`src/rtl/seq_alu_pkg.sv`:
```
// Shared definitions for the sequential calculator ALU.
// Holds the opcode encodings, the FSM state type and the fixed
// percent divisor used by the pct operation.
package seq_alu_pkg;

    localparam logic [2:0] OP_ADD = 3'b000;
    localparam logic [2:0] OP_SUB = 3'b001;
    localparam logic [2:0] OP_DIV = 3'b010;
    localparam logic [2:0] OP_MUL = 3'b011;
    localparam logic [2:0] OP_POW = 3'b100;
    localparam logic [2:0] OP_PCT = 3'b101;

    localparam int PCT_DIVISOR = 100;

    typedef enum logic [2:0] {
        ST_IDLE,
        ST_MUL,
        ST_DIV,
        ST_POW,
        ST_FIN
    } state_t;

endpackage

```
`src/rtl/seq_div_core.sv`:
```
// Restoring divider, one quotient bit per clock, exactly N iterations.
// Ports:
//   clk, reset    - clock, asynchronous active-low reset
//   start         - load dividend/divisor and begin (restarts if running)
//   dividend      - N-bit dividend
//   divisor       - N-bit divisor (must be non-zero; caller handles zero)
//   quotient      - N-bit quotient, final after the last iteration edge
//   remainder     - N-bit remainder, final after the last iteration edge
//   done          - high during the cycle whose closing edge performs the
//                   final iteration, so a caller can advance in lock-step
module seq_div_core #(
    parameter int N = 8
) (
    input  logic         clk,
    input  logic         reset,
    input  logic         start,
    input  logic [N-1:0] dividend,
    input  logic [N-1:0] divisor,
    output logic [N-1:0] quotient,
    output logic [N-1:0] remainder,
    output logic         done
);

    localparam int CW = $clog2(N + 1);

    logic [N-1:0]  dvs_reg;
    logic [CW-1:0] cnt_reg;
    logic          running_reg;
    logic [N:0]    shifted;
    logic [N:0]    diff;

    // Quotient register doubles as the dividend shift register.
    assign shifted = {remainder, quotient[N-1]};
    assign diff    = shifted - {1'b0, dvs_reg};
    assign done    = running_reg && (cnt_reg == CW'(1));

    always_ff @(posedge clk or negedge reset) begin
        if (!reset) begin
            quotient    <= '0;
            remainder   <= '0;
            dvs_reg     <= '0;
            cnt_reg     <= '0;
            running_reg <= 1'b0;
        end else if (start) begin
            quotient    <= dividend;
            remainder   <= '0;
            dvs_reg     <= divisor;
            cnt_reg     <= CW'(N);
            running_reg <= 1'b1;
        end else if (running_reg) begin
            // Negative trial difference means restore (keep shifted value).
            if (!diff[N]) begin
                remainder <= diff[N-1:0];
                quotient  <= {quotient[N-2:0], 1'b1};
            end else begin
                remainder <= shifted[N-1:0];
                quotient  <= {quotient[N-2:0], 1'b0};
            end
            cnt_reg <= cnt_reg - CW'(1);
            if (cnt_reg == CW'(1)) begin
                running_reg <= 1'b0;
            end
        end
    end

endmodule

```
`src/rtl/seq_alu.sv`:
```
// Multi-cycle calculator ALU: add, sub, div, mul, pow, pct behind a
// start/busy/done handshake.
// Ports:
//   clk, reset    - clock, asynchronous active-low reset
//   start         - operation request, sampled only in IDLE
//   a, b          - W-bit operands (A/base/dividend, B/exponent/divisor)
//   opcode        - operation select
//   busy          - high from the edge after acceptance until done clears
//   done          - one-cycle pulse when result/flags update
//   result        - RW-bit result, held until the next accepted start
//   ovf           - sub borrow or pow overflow
//   dz            - div by zero
module seq_alu
    import seq_alu_pkg::*;
#(
    parameter int W  = 4,
    parameter int RW = 2 * W
) (
    input  logic          clk,
    input  logic          reset,
    input  logic          start,
    input  logic [W-1:0]  a,
    input  logic [W-1:0]  b,
    input  logic [2:0]    opcode,
    output logic          busy,
    output logic          done,
    output logic [RW-1:0] result,
    output logic          ovf,
    output logic          dz
);

    localparam logic [RW-1:0] PCT_DIV_RW = RW'(PCT_DIVISOR);

    state_t        state_reg;
    logic [2:0]    op_reg;
    logic [W-1:0]  a_reg;
    logic [W-1:0]  b_reg;
    logic [W-1:0]  cnt_reg;
    logic [RW-1:0] prod_reg;
    logic [RW-1:0] mcand_reg;
    logic [W-1:0]  mplier_reg;
    logic [RW-1:0] acc_reg;
    logic          povf_reg;

    logic [RW-1:0]   ax;
    logic [RW-1:0]   bx;
    logic [RW-1:0]   prod_next;
    logic [RW+W-1:0] pow_full;

    logic          div_start;
    logic [RW-1:0] div_dividend;
    logic [RW-1:0] div_divisor;
    logic [RW-1:0] div_quotient;
    logic [RW-1:0] div_rem_unused;
    logic          div_done;

    assign ax        = {{(RW-W){1'b0}}, a_reg};
    assign bx        = {{(RW-W){1'b0}}, b_reg};
    assign prod_next = prod_reg + (mplier_reg[0] ? mcand_reg : '0);
    assign pow_full  = {{W{1'b0}}, acc_reg} * {{RW{1'b0}}, a_reg};

    // The divider is launched either straight from IDLE (div, live operands)
    // or on the last multiply step of pct, fed with the product that step
    // completes so no extra cycle is spent between the two phases.
    always_comb begin
        div_start    = 1'b0;
        div_dividend = {{(RW-W){1'b0}}, a};
        div_divisor  = {{(RW-W){1'b0}}, b};
        if (state_reg == ST_IDLE) begin
            div_start = start && (opcode == OP_DIV) && (b != '0);
        end else begin
            div_dividend = prod_next;
            div_divisor  = PCT_DIV_RW;
            div_start    = (state_reg == ST_MUL) && (op_reg == OP_PCT)
                           && (cnt_reg == W'(1));
        end
    end

    seq_div_core #(.N(RW)) u_div (
        .clk       (clk),
        .reset     (reset),
        .start     (div_start),
        .dividend  (div_dividend),
        .divisor   (div_divisor),
        .quotient  (div_quotient),
        .remainder (div_rem_unused),
        .done      (div_done)
    );

    always_ff @(posedge clk or negedge reset) begin
        if (!reset) begin
            state_reg  <= ST_IDLE;
            op_reg     <= '0;
            a_reg      <= '0;
            b_reg      <= '0;
            cnt_reg    <= '0;
            prod_reg   <= '0;
            mcand_reg  <= '0;
            mplier_reg <= '0;
            acc_reg    <= '0;
            povf_reg   <= 1'b0;
            busy       <= 1'b0;
            done       <= 1'b0;
            result     <= '0;
            ovf        <= 1'b0;
            dz         <= 1'b0;
        end else begin
            done <= 1'b0;
            // busy lags the state by one edge so it also covers the done cycle.
            busy <= (state_reg != ST_IDLE);
            case (state_reg)
                ST_IDLE: begin
                    if (start) begin
                        op_reg     <= opcode;
                        a_reg      <= a;
                        b_reg      <= b;
                        ovf        <= 1'b0;
                        dz         <= 1'b0;
                        povf_reg   <= 1'b0;
                        prod_reg   <= '0;
                        mcand_reg  <= {{(RW-W){1'b0}}, a};
                        mplier_reg <= b;
                        acc_reg    <= RW'(1);
                        cnt_reg    <= W'(W);
                        case (opcode)
                            OP_MUL, OP_PCT: state_reg <= ST_MUL;
                            OP_DIV: state_reg <= (b == '0) ? ST_FIN : ST_DIV;
                            OP_POW: begin
                                cnt_reg   <= b;
                                state_reg <= (b == '0) ? ST_FIN : ST_POW;
                            end
                            default: state_reg <= ST_FIN;
                        endcase
                    end
                end
                ST_MUL: begin
                    prod_reg   <= prod_next;
                    mcand_reg  <= {mcand_reg[RW-2:0], 1'b0};
                    mplier_reg <= {1'b0, mplier_reg[W-1:1]};
                    cnt_reg    <= cnt_reg - W'(1);
                    if (cnt_reg == W'(1)) begin
                        state_reg <= (op_reg == OP_PCT) ? ST_DIV : ST_FIN;
                    end
                end
                ST_DIV: begin
                    if (div_done) begin
                        state_reg <= ST_FIN;
                    end
                end
                ST_POW: begin
                    acc_reg <= pow_full[RW-1:0];
                    if (pow_full[RW+W-1:RW] != '0) begin
                        povf_reg <= 1'b1;
                    end
                    cnt_reg <= cnt_reg - W'(1);
                    if (cnt_reg == W'(1)) begin
                        state_reg <= ST_FIN;
                    end
                end
                ST_FIN: begin
                    done      <= 1'b1;
                    state_reg <= ST_IDLE;
                    case (op_reg)
                        OP_ADD: result <= ax + bx;
                        OP_SUB: begin
                            result <= ax - bx;
                            ovf    <= (a_reg < b_reg);
                        end
                        OP_DIV: begin
                            if (b_reg == '0) begin
                                result <= '1;
                                dz     <= 1'b1;
                            end else begin
                                result <= div_quotient;
                            end
                        end
                        OP_MUL: result <= prod_reg;
                        OP_POW: begin
                            result <= acc_reg;
                            ovf    <= povf_reg;
                        end
                        OP_PCT: result <= div_quotient;
                        default: result <= '0;
                    endcase
                end
                default: state_reg <= ST_IDLE;
            endcase
        end
    end

endmodule

```
`config.mk`:
```
export PLATFORM = sky130hd
export DESIGN_NAME = seq_alu
export DESIGN_NICKNAME = d
export VERILOG_FILES = /design/src/rtl/seq_alu_pkg.sv /design/src/rtl/seq_div_core.sv /design/src/rtl/seq_alu.sv
export SDC_FILE = /design/constraint.sdc
export NUM_CORES = 1
export LEC_CHECK = 0
export CORE_ASPECT_RATIO = 1.5
export CORE_MARGIN = 2
export CORE_UTILIZATION = 55
export CTS_CLUSTER_DIAMETER = 120
export DETAILED_ROUTE_END_ITERATION = 8
export MAX_ROUTING_LAYER = met4
export PLACE_DENSITY = 0.8
export SLEW_MARGIN = 20
export SYNTH_ARGS = -nofsm -noshare
export SYNTH_HDL_FRONTEND = slang
export SYNTH_SLANG_ARGS = --single-unit
```
`constraint.sdc`:
```
create_clock -name clk -period 5.45 [get_ports clk]
set_input_delay 0.545 -clock clk [delete_from_list [all_inputs] [get_ports clk]]
set_output_delay 0.545 -clock clk [all_outputs]
set_load 0.01 [all_outputs]
```
==> results.cfg, run 1 <==
[sta]
maxSlewHeadroom_pct = 31.46
period_minus_slack_ns = 3.360
hold_violations = 0
max_slew.worst_pin.slew_ns = 1.026
finClkSkew_ns = 0.01163
max_clock_freq_ghz = 0.2977
fin_crit_sh_pct = 61.64
setup_violations = 0
rsz0062_at_grt = false
finalMaxSlewViolations = 0
setup_total_negative_slack_ns = 0

[layout]
design.final.nets = 751
most_common_cell_after_layout_fill_and_taps_aside = sky130_fd_sc_hd__nand2_1
synthToLayoutAreaGrowth_pct = 10.26
most-common-layout-cells = sky130_fd_sc_hd__nand2_1 (103), sky130_fd_sc_hd__dfrtp_1 (85), sky130_fd_sc_hd__o21ai_0 (49)
final.fill_count = 882
diodes = 0
post_route_cell_area_mm2 = 0.006509
share_of_final_layout_standard_cells_stronger_than_drive_strength_1_pct = 5.255

[die]
floorplan.core_area_mm2 = 0.01053
placementRows = 46
chipHeight_um = 130.9
die_area_mm2 = 0.01160
initial_core_util_pct = 56.05
x_dimension_of_the_die_um = 88.59
floorplan.io_pins = 26

[detailed_routing]
postRouteAntennaNets = 0
first_iter_violations = 316
route.vias.total = 4964
routedWlPerCell_um = 17.82
routed_wirelength_um = 14770
detail_route.drc_violations = 0
drt_first_pass_iters = 4
route.detailed.vias_per_inst = 5.988

[clocking]
cts_hold_buf = 0
clock_latency_ns = 0.35
htreeDepth = 3
cts_tree = done
clock-root-buffer = sky130_fd_sc_hd__clkbuf_16
clock_path_buffers = 2
clkSlewWorstSetupHoldPaths_ns = 0.07
cts-buffers-inserted = 9
clkSinkCount = 85
post_cts_resize_count = 0
postCtsSetupBuffers = 0

[placed_design]
io_buffers = 25
hpwl_um = 11080
dpl_cell_area_mm2 = 0.006223
globalplace.congestion = 0.9605

[pwr]
p_per_area_mw_per_mm2 = 584.0
max-vdd-ir-drop_mv = 0.3700
p_comb_share_pct = 51.8
portion_of_total_power_attributed_to_the_clock_network_pct = 15.6
power.share.sequential_pct = 32.6
p_sw_share_pct = 45.84
p_leak_uw = 0.003001
internal_power_uw = 2059
netSwitchingPower_uw = 1743

[grt]
grt_first_pass_wirelength_um = 24290
grt_pass1_vias = 4994
grt-ovfl-total = 0
grt_max_degree = 86
groute.usage.overall_pct = 28.07
antenna_found_initial = 0

[worst_setup_path]
cp-start-kind = register
cp_slowest_cell = sky130_fd_sc_hd__fa_1
worstPathCellList = and2_1 > fa_1 > inv_1 > fa_1 > inv_1 > ha_1 > a21oi_1 > o22ai_1 > nor4_1 > o221ai_1 > o31ai_1 > a32oi_1
critPathTopFamily = adder cells
critical_path_class = reg2reg
worst-path-max-fanout = 11
crit_path_end_kind = register
max_stage_delay_ns = 0.54
cp_data_arrival_time_ns = 3.56
critical_path.n_buffers_inverters = 2
cp.required_ns = 5.65

[yosys]
yosys_most_used_dff = sky130_fd_sc_hd__dfrtp_1
synth-edff-count = 0
postSynthRegisterBits = 85
synth_nets = 740
syn_area_mm2 = 0.005903
yosys_warnings = 0
synth-seq-area-share_pct = 36.03
async_flop_share_pct = 100.0
netlist-cell-type-count = 63
synth.avg_cell_area_um2 = 8.824
synth_cells = 669

[worst_hold_path]
class_of_the_worst_hold_path = in2async

[outcome]
outcome = completed

[run]
drv.max_cap_violation_count = 0
## through the flow
step | util [%] | hold WS (ns) | power [uW] | cells | setup WS [ns]
after floorplan | - | 0.2494 | 2622 | 669 | 2.392
after global placement | 59.09 | 0.4617 | 3108 | 813 | 2.234
after detailed placement | 59.09 | 0.4685 | 3198 | 813 | 2.134
after CTS | 61.76 | 0.4349 | 3800 | 829 | 2.103
after global routing | 61.80 | 0.3175 | 4120 | 829 | 1.923
final | 61.80 | 0.2140 | 3801 | 829 | 2.090
## power by group through the flow
stage	combinational, uW	sequential (uW)	clock, uW
3_3_place_gp	1880	1220	0
2_1_floorplan	1510	1120	0
3_5_place_dp	1950	1250	0
6_report	1970	1240	592
4_1_cts	1970	1240	599
5_1_grt	2220	1280	621
## layout make-up
class                   count  area (um2)  share of cell area [%]
multi-input cells         509        3470                   53.31
flip-flops and latches     85        2127                   32.68
repair buffers             28       274.0                   4.210
clock buffers               9       225.2                   3.460
well taps                 144       180.2                   2.768
inverters                  47       176.4                   2.710
clock inverters             7       56.30                  0.8651
## logic make-up after synthesis
| family | count (synthesis) | synth area share [%] |
|---|---|---|
| compound gates | 164 | 17.93 |
| simple gates | 251 | 20.54 |
| buf+inv | 75 | 5.193 |
| flops | 85 | 36.03 |
| mux | 17 | 2.989 |
| fa+ha+maj | 57 | 14.12 |
| xor+xnor | 20 | 3.200 |
## worst register-to-register path, delay by kind of cell (launching register included)
family	cells	cell delay, ns
AOI/OAI and AO/OA	5	0.70
buffers and inverters	2	0.10
adders and majority gates	3	1.42
DFF	1	0.50
and+or+nand+nor	2	0.50
## synth_stat cells (all sizes together), types with 2 or more instances
cell type,number,area share [%]
nand2,104,6.7
dfrtp,85,36
o21ai,52,4.4
inv,47,3.0
ha,41,8.7
nor2,38,2.6
a21oi,31,2.6
and2,30,3.2
nand3,28,2.4
clkbuf,18,1.1
fa,16,5.4
mux2i,12,2.0
xnor2,12,1.8
nor2b,11,1.2
a31oi,10,1.1
buf,10,1.1
nand2b,10,1.1
nor3,9,0.95
o22ai,9,1.1
a221oi,7,1.0
a22oi,7,0.97
xor2,7,1.0
a211oi,6,0.85
a21o,6,0.76
nor4,6,0.64
mux2,5,0.95
o21a,5,0.64
o31ai,5,0.64
a32oi,4,0.59
and3,4,0.42
a211o,3,0.45
o221ai,3,0.55
a21boi,2,0.25
a311oi,2,0.30
nand4,2,0.21
nand4b,2,0.30
nor3b,2,0.25
o2111ai,2,0.30
o211ai,2,0.25
o21bai,2,0.25
## routing by layer
metal | track usage (%) | wire length, um | up-vias
met2 | 49.67 | 7958 | 148
li1 | - | - | 2346
met3 | 3.706 | 527 | 38
met5 | - | 0 | -
met4 | 13.28 | 557 | 0
met1 | 30.73 | 5726 | 2432
## path summary, 6_finish.rpt
| path | from | end | slack, ns | cells after the start |
|---|---|---|---|---|
| hold reg to reg | result[3] | result[3] | 0.48 | 2 |
| max in group asynchronous | reset | prod_reg[4] | 4.64 | 1 |
| setup / recovery | a_reg[3] | povf_reg | 2.09 | 12 |
| setup reg to reg | a_reg[3] | povf_reg | 2.09 | 12 |
| hold / removal | reset | u_div.cnt_reg[1] | 0.21 | 1 |
| min in group clk | result[3] | result[3] | 0.48 | 2 |
(Power assumes the default switching activity.)
==> run 2: changes to the inputs <==
Settings changed: PLACE_DENSITY 0.8 to 0.83.
Clock period 5.45 ns to 2.75 ns, I/O delays scaled along.
==> results.cfg, run 2 (synthesis gave the netlist of run 1 again) <==
[sta]
final_critical_path_setup_slack_ns = -0.2657
period_minus_slack_ns = 3.016
setup_violations = 4
finClkSkew_ns = 0.009503
max_clock_freq_ghz = 0.3316
maxSlewHeadroom_pct = 44.56
finalMaxSlewViolations = 0
max_slew.worst_pin.slew_ns = 0.8317
hold_violations = 0
rsz0062_at_grt = true
fin_crit_sh_pct = 109.7

[outcome]
failed_checks = negative setup slack
outcome = complete, but fails checks

[worst_setup_path]
r2r_setup_slack_ns = -0.27
critical_path_class = reg2reg
crit_path_end_kind = register
cp-start-kind = register
rr_worst_depth = 14
worst-path-max-fanout = 7
critical_path.reg2reg.endpoint = acc_reg[7]
r2r-start = a_reg[3]
cp_data_arrival_time_ns = 3.23
cp.required_ns = 2.96

[clocking]
htreeDepth = 3
clkSinkCount = 85
cts_tree = done
cts-buffers-inserted = 9
clock_path_buffers = 2
clock-root-buffer = sky130_fd_sc_hd__clkbuf_16
clkSlewWorstSetupHoldPaths_ns = 0.07
clock_latency_ns = 0.34

[detailed_routing]
postRouteAntennaNets = 0
route.detailed.vias_per_inst = 5.986
detail_route.drc_violations = 0
drt_first_pass_iters = 5
route.top_layer_used = met4
routedWlPerCell_um = 17.58
route.vias.total = 5232
drt-met1-wl_um = 5710
first_iter_violations = 325
routed_wirelength_um = 15370
met2_wirelength_um = 7866
met3WireLength_um = 669

[layout]
post_route_cell_area_mm2 = 0.007029
area_of_the_multi_input_gates_mm2 = 0.003611
non_filler_cells_final = 874
area.sequential_mm2 = 0.002131
most-common-layout-cells = sky130_fd_sc_hd__nand2_1 (102), sky130_fd_sc_hd__dfrtp_1 (82), sky130_fd_sc_hd__o21ai_0 (48)
synthToLayoutAreaGrowth_pct = 19.08
design.final.nets = 796
most_common_cell_after_layout_fill_and_taps_aside = sky130_fd_sc_hd__nand2_1
final.fill_count = 786
diodes = 0
share_of_final_layout_standard_cells_stronger_than_drive_strength_1_pct = 14.52

[die]
x_dimension_of_the_die_um = 88.59
floorplan.io_pins = 26
initial_core_util_pct = 56.05
die_area_mm2 = 0.01160
floorplan.core_area_mm2 = 0.01053
chipHeight_um = 130.9
placementRows = 46

[grt]
antenna_found_initial = 0
grt_pass1_vias = 5372
grt_first_pass_wirelength_um = 25010
groute.usage.overall_pct = 28.97
grt_max_degree = 65
grt-ovfl-total = 0

[placed_design]
hpwl_um = 11350
io_buffers = 25
dpl_cell_area_mm2 = 0.006588
dpl.cell_count = 855
globalplace.congestion = 0.9704

[run]
drv.max_cap_violation_count = 0

[pwr]
power.share.sequential_pct = 28.7
max-vdd-ir-drop_mv = 0.7374
portion_of_total_power_attributed_to_the_clock_network_pct = 16.0
p_sw_share_pct = 43.45
p_per_area_mw_per_mm2 = 1148
p_comb_share_pct = 55.3
internal_power_uw = 4562
netSwitchingPower_uw = 3505
p_leak_uw = 0.003242
post-layout-total-power_uw = 8068

[worst_hold_path]
class_of_the_worst_hold_path = in2async
==> run 2: cell types whose count changed in the layout (fill, tap and decap cells not counted), moves of 3 or more <==
cell	delta
sky130_fd_sc_hd__and2_4	+4
sky130_fd_sc_hd__and2_1	-4
sky130_fd_sc_hd__ha_4	+4
sky130_fd_sc_hd__a21oi_1	-3
sky130_fd_sc_hd__dfrtp_2	+3
sky130_fd_sc_hd__buf_4	+44
sky130_fd_sc_hd__inv_2	+4
sky130_fd_sc_hd__ha_1	-4
sky130_fd_sc_hd__inv_1	-4
sky130_fd_sc_hd__dfrtp_1	-3
==> run 2: timing repair <==
action	CTS	global route
hold buffers	0	0
pin swaps	8	2
hold endpoints to repair	0	0
buffers inserted	1	2
endpoints found under the setup margin	4	4
gates cloned	0	0
gates resized for setup	5	15
==> run 2: area by class of cell <==
type / count / share of cell area, %
Inverter: 47 / 2.510
Multi-Input combinational cell: 509 / 51.37
Clock buffer: 10 / 3.257
Tap cell: 144 / 2.563
Sequential cell: 85 / 30.31
Timing Repair Buffer: 73 / 8.758
Clock inverter: 6 / 1.228
==> run 2: per-stage QoR <==
step	setup TNS, ns	setup WS, ns	util, %	hold slack (ns)
after floorplan	-0.1240	-0.1240	-	-0.02059
after global placement	-0.3658	-0.2145	62.54	0.4137
after detailed placement	-0.5692	-0.3316	62.54	0.4162
after CTS	-0.5679	-0.2120	65.91	0.05216
after global routing	-1.264	-0.3880	66.74	0.1067
final	-0.7849	-0.2657	66.74	0.02019
==> run 2: how the worst max path moves through the flow <==
stage / start / endpoint / slack [ns] / cells past startpoint
final: a_reg[3] / acc_reg[7] / -0.27 / 14
after global routing: a_reg[3] / povf_reg / -0.39 / 12
after CTS: a_reg[3] / povf_reg / -0.21 / 11
after detailed placement: a_reg[3] / povf_reg / -0.33 / 11
after global placement: a_reg[3] / povf_reg / -0.21 / 11
after floorplan: a_reg[3] / povf_reg / -0.12 / 12
==> run 2: power by group through the flow <==
stage	clock, uW	combinational (uW)	sequential (uW)
finish	1290	4460	2320
global route	1360	4940	2390
CTS	1300	4340	2300
detailed placement	0	4280	2320
global placement	0	4120	2280
floorplan	0	3030	2220
==> run 2: worst max-delay path, cell delays in order (launching register included) <==
cell	delay [ns]
sky130_fd_sc_hd__dfrtp_2	0.45
sky130_fd_sc_hd__and2_4	0.16
sky130_fd_sc_hd__fa_1	0.54
sky130_fd_sc_hd__inv_2	0.04
sky130_fd_sc_hd__fa_1	0.49
sky130_fd_sc_hd__inv_2	0.05
sky130_fd_sc_hd__ha_4	0.24
sky130_fd_sc_hd__a21oi_4	0.15
sky130_fd_sc_hd__o22ai_4	0.09
sky130_fd_sc_hd__buf_4	0.14
sky130_fd_sc_hd__buf_6	0.11
sky130_fd_sc_hd__buf_6	0.11
sky130_fd_sc_hd__nor2_4	0.08
sky130_fd_sc_hd__xor2_2	0.17
sky130_fd_sc_hd__o21ai_1	0.07
==> run 2: metal layers <==
metal,vias up,global-route usage [%]
li1,2439,-
met1,2527,30.37
met2,179,48.87
met3,87,5.088
met4,0,19.70
met5,-,-
==> run 3: changes to the inputs <==
Settings changed: ABC_AREA from default to 1, CELL_PAD_IN_SITES_DETAIL_PLACEMENT from default to 1, CELL_PAD_IN_SITES_GLOBAL_PLACEMENT from default to 1, CORE_UTILIZATION 55 to 41.
==> results.cfg, run 3 <==
[yosys]
post_synth_top_cells = sky130_fd_sc_hd__nand2_1 (250), sky130_fd_sc_hd__inv_1 (135), sky130_fd_sc_hd__dfrtp_1 (85)
syn_area_mm2 = 0.005983
yosysTopAreaCell = sky130_fd_sc_hd__dfrtp_1
synth_nets = 867
synth-edff-count = 0
yosys_warnings = 0
postSynthRegisterBits = 85
synth.avg_cell_area_um2 = 7.517
post-synth-top-count-cell = sky130_fd_sc_hd__nand2_1
synth_top_cells_by_area = sky130_fd_sc_hd__dfrtp_1 (36%), sky130_fd_sc_hd__nand2_1 (16%), sky130_fd_sc_hd__ha_1 (8.6%), sky130_fd_sc_hd__inv_1 (8.5%), sky130_fd_sc_hd__nand3_1 (5.5%)
synth_cells = 796
yosys_most_used_dff = sky130_fd_sc_hd__dfrtp_1
netlist-cell-type-count = 43
synth_top_area_share_pct = 35.55
async_flop_share_pct = 100.0
synth-seq-area-share_pct = 35.55

[die]
x_dimension_of_the_die_um = 102.6
placementRows = 54
chipHeight_um = 152.0
floorplan.io_pins = 26
initial_core_util_pct = 41.58
floorplan.core_area_mm2 = 0.01439
die_area_mm2 = 0.01560

[grt]
grt_max_degree = 57
grt-ovfl-total = 0
grt_pass1_vias = 6203
grt_first_pass_wirelength_um = 30890
antenna_found_initial = 0
groute.usage.overall_pct = 26.19

[clocking]
clock_latency_ns = 0.35
cts_tree = done
cts-buffers-inserted = 9
clock_path_buffers = 2
clock-root-buffer = sky130_fd_sc_hd__clkbuf_16
clkSinkCount = 85
clkSlewWorstSetupHoldPaths_ns = 0.07
htreeDepth = 3

[detailed_routing]
drt_first_pass_iters = 4
route.detailed.vias_per_inst = 5.282
route.vias.total = 5604
routed_wirelength_um = 18520
first_iter_violations = 248
routedWlPerCell_um = 17.46
detail_route.drc_violations = 0
postRouteAntennaNets = 0

[placed_design]
globalplace.congestion = 0.8860
io_buffers = 25
hpwl_um = 14380
dpl.cell_count = 1036

[worst_setup_path]
critical_path_class = reg2reg
critPathTopFamily = adder cells
critPathLaunch = a_reg[1]
cp_slowest_cell = sky130_fd_sc_hd__fa_1
cp_data_arrival_time_ns = 3.14
cp.required_ns = 2.99
cp-start-kind = register
critical_path.n_buffers_inverters = 3
crit_path_end_kind = register
r2r-start = a_reg[1]
worstPathCellList = nand2_2 > inv_2 > fa_1 > inv_1 > fa_1 > inv_2 > ha_4 > nand2_1 > nor2_1 > nand3_2 > nand4_1 > nand3_1 > o21bai_1 > nand2_1
worst-path-max-fanout = 7
max_stage_delay_ns = 0.55

[pwr]
p_per_area_mw_per_mm2 = 1071
max-vdd-ir-drop_mv = 0.4173
p_leak_uw = 0.003897

[sta]
period_minus_slack_ns = 2.896
fin_crit_sh_pct = 105.3
rsz0062_at_grt = true
post_route_hold_slack_ns = 0.3942
hold_violations = 0
setup_total_negative_slack_ns = -0.3063
finalMaxSlewViolations = 0
setup_violations = 3
final_critical_path_setup_slack_ns = -0.1461
max_slew.worst_pin.slew_ns = 0.7797
finClkSkew_ns = 0.009278
maxSlewHeadroom_pct = 47.74
max_clock_freq_ghz = 0.3453

[outcome]
outcome = complete, but fails checks
failed_checks = negative setup slack

[layout]
most-common-layout-cells = sky130_fd_sc_hd__nand2_1 (232), sky130_fd_sc_hd__inv_1 (128), sky130_fd_sc_hd__dfrtp_1 (82)
most_common_cell_after_layout_fill_and_taps_aside = sky130_fd_sc_hd__nand2_1
synthToLayoutAreaGrowth_pct = 21.33
final_core_utilization_pct = 50.44
diodes = 0
share_of_final_layout_standard_cells_stronger_than_drive_strength_1_pct = 14.34
design.final.nets = 931
final.fill_count = 1815
non_filler_cells_final = 1061

[run]
drv.max_cap_violation_count = 0

[worst_hold_path]
class_of_the_worst_hold_path = in2async
run 3: cell count changes in the layout (fill, tap and decap cells not counted), sizes merged, moves of 7 or more:
cell	delta
a31oi	-7
nor2	-7
xnor2	-9
nand2	+149
a221oi	-7
nand4	+8
nand2b	-10
nand3	+40
and2	-29
nor2b	-11
inv	+91
mux2i	-12
buf	-8
nand3b	+8
run 3: cell type report:
class / count / area (um2) / share of cell area (%)
inverters: 139 / 521.8 / 7.187
repair buffers: 66 / 574.3 / 7.911
flip-flops and latches: 85 / 2131 / 29.35
multi-input cells: 559 / 3493 / 48.12
well taps: 196 / 245.2 / 3.378
clock inverters: 5 / 61.31 / 0.8445
clock buffers: 11 / 232.7 / 3.206
run 3: final timing paths:
check | depth (start not counted) | slack (ns) | endpoint
max | 14 | -0.15 | povf_reg
min in group clk | 2 | 0.48 | result[7]
max reg2reg | 14 | -0.15 | povf_reg
min | 2 | 0.39 | ovf
max in group asynchronous | 3 | 1.69 | u_div.dvs_reg[2]
min reg2reg | 2 | 0.48 | result[7]
run 3: where the power goes:
| group | total [uW] | leakage, uW | internal, uW | switching [uW] |
|---|---|---|---|---|
| logic | 4280 | 0.00267 | 1600 | 2680 |
| clock network | 1240 | 0.000144 | 709 | 536 |
| registers | 2250 | 0.00108 | 1770 | 486 |
| total | 7780 | 0.00390 | 4070 | 3700 |
run 3: logic make-up after synthesis:
| kind of cell | count (synthesis) | share of synthesized area, % |
|---|---|---|
| adder cells (fa/ha/maj) | 57 | 13.93 |
| flip-flops | 85 | 35.55 |
| XOR/XNOR | 13 | 1.903 |
| AO/OA/AOI/OAI | 109 | 10.46 |
| AND/OR/NAND/NOR | 380 | 28.40 |
| buffers and inverters | 152 | 9.766 |
run 3: metrics by stage:
| stage | setup slack, ns | total power (uW) | instance area, um2 |
|---|---|---|---|
| 4_1_cts | -0.09558 | 7740 | 7189 |
| 6_report | -0.1461 | 7776 | 7259 |
| 3_5_place_dp | -0.2133 | 6335 | 6750 |
| 3_3_place_gp | -0.1134 | 6167 | 6750 |
| 2_1_floorplan | 0.009154 | 4926 | 6088 |
| 5_1_grt | -0.2431 | 8471 | 7259 |
run 3: what timing repair did:
action / CTS / global route
setup endpoints to repair: 3 / 3
hold buffers: 1 / 0
gates resized for setup: 26 / 17
setup buffers: 7 / 1
hold endpoints to repair: 29 / 0
pin swaps: 18 / 16
run 3: metal layers:
layer  wire (um)  global-route usage [%]  up-vias
met4         905                   12.38        0
met2       10260                   46.13       86
li1            -                       -     2668
met3         395                   3.174       49
met1        6957                   28.49     2801
met5           0                       -        -
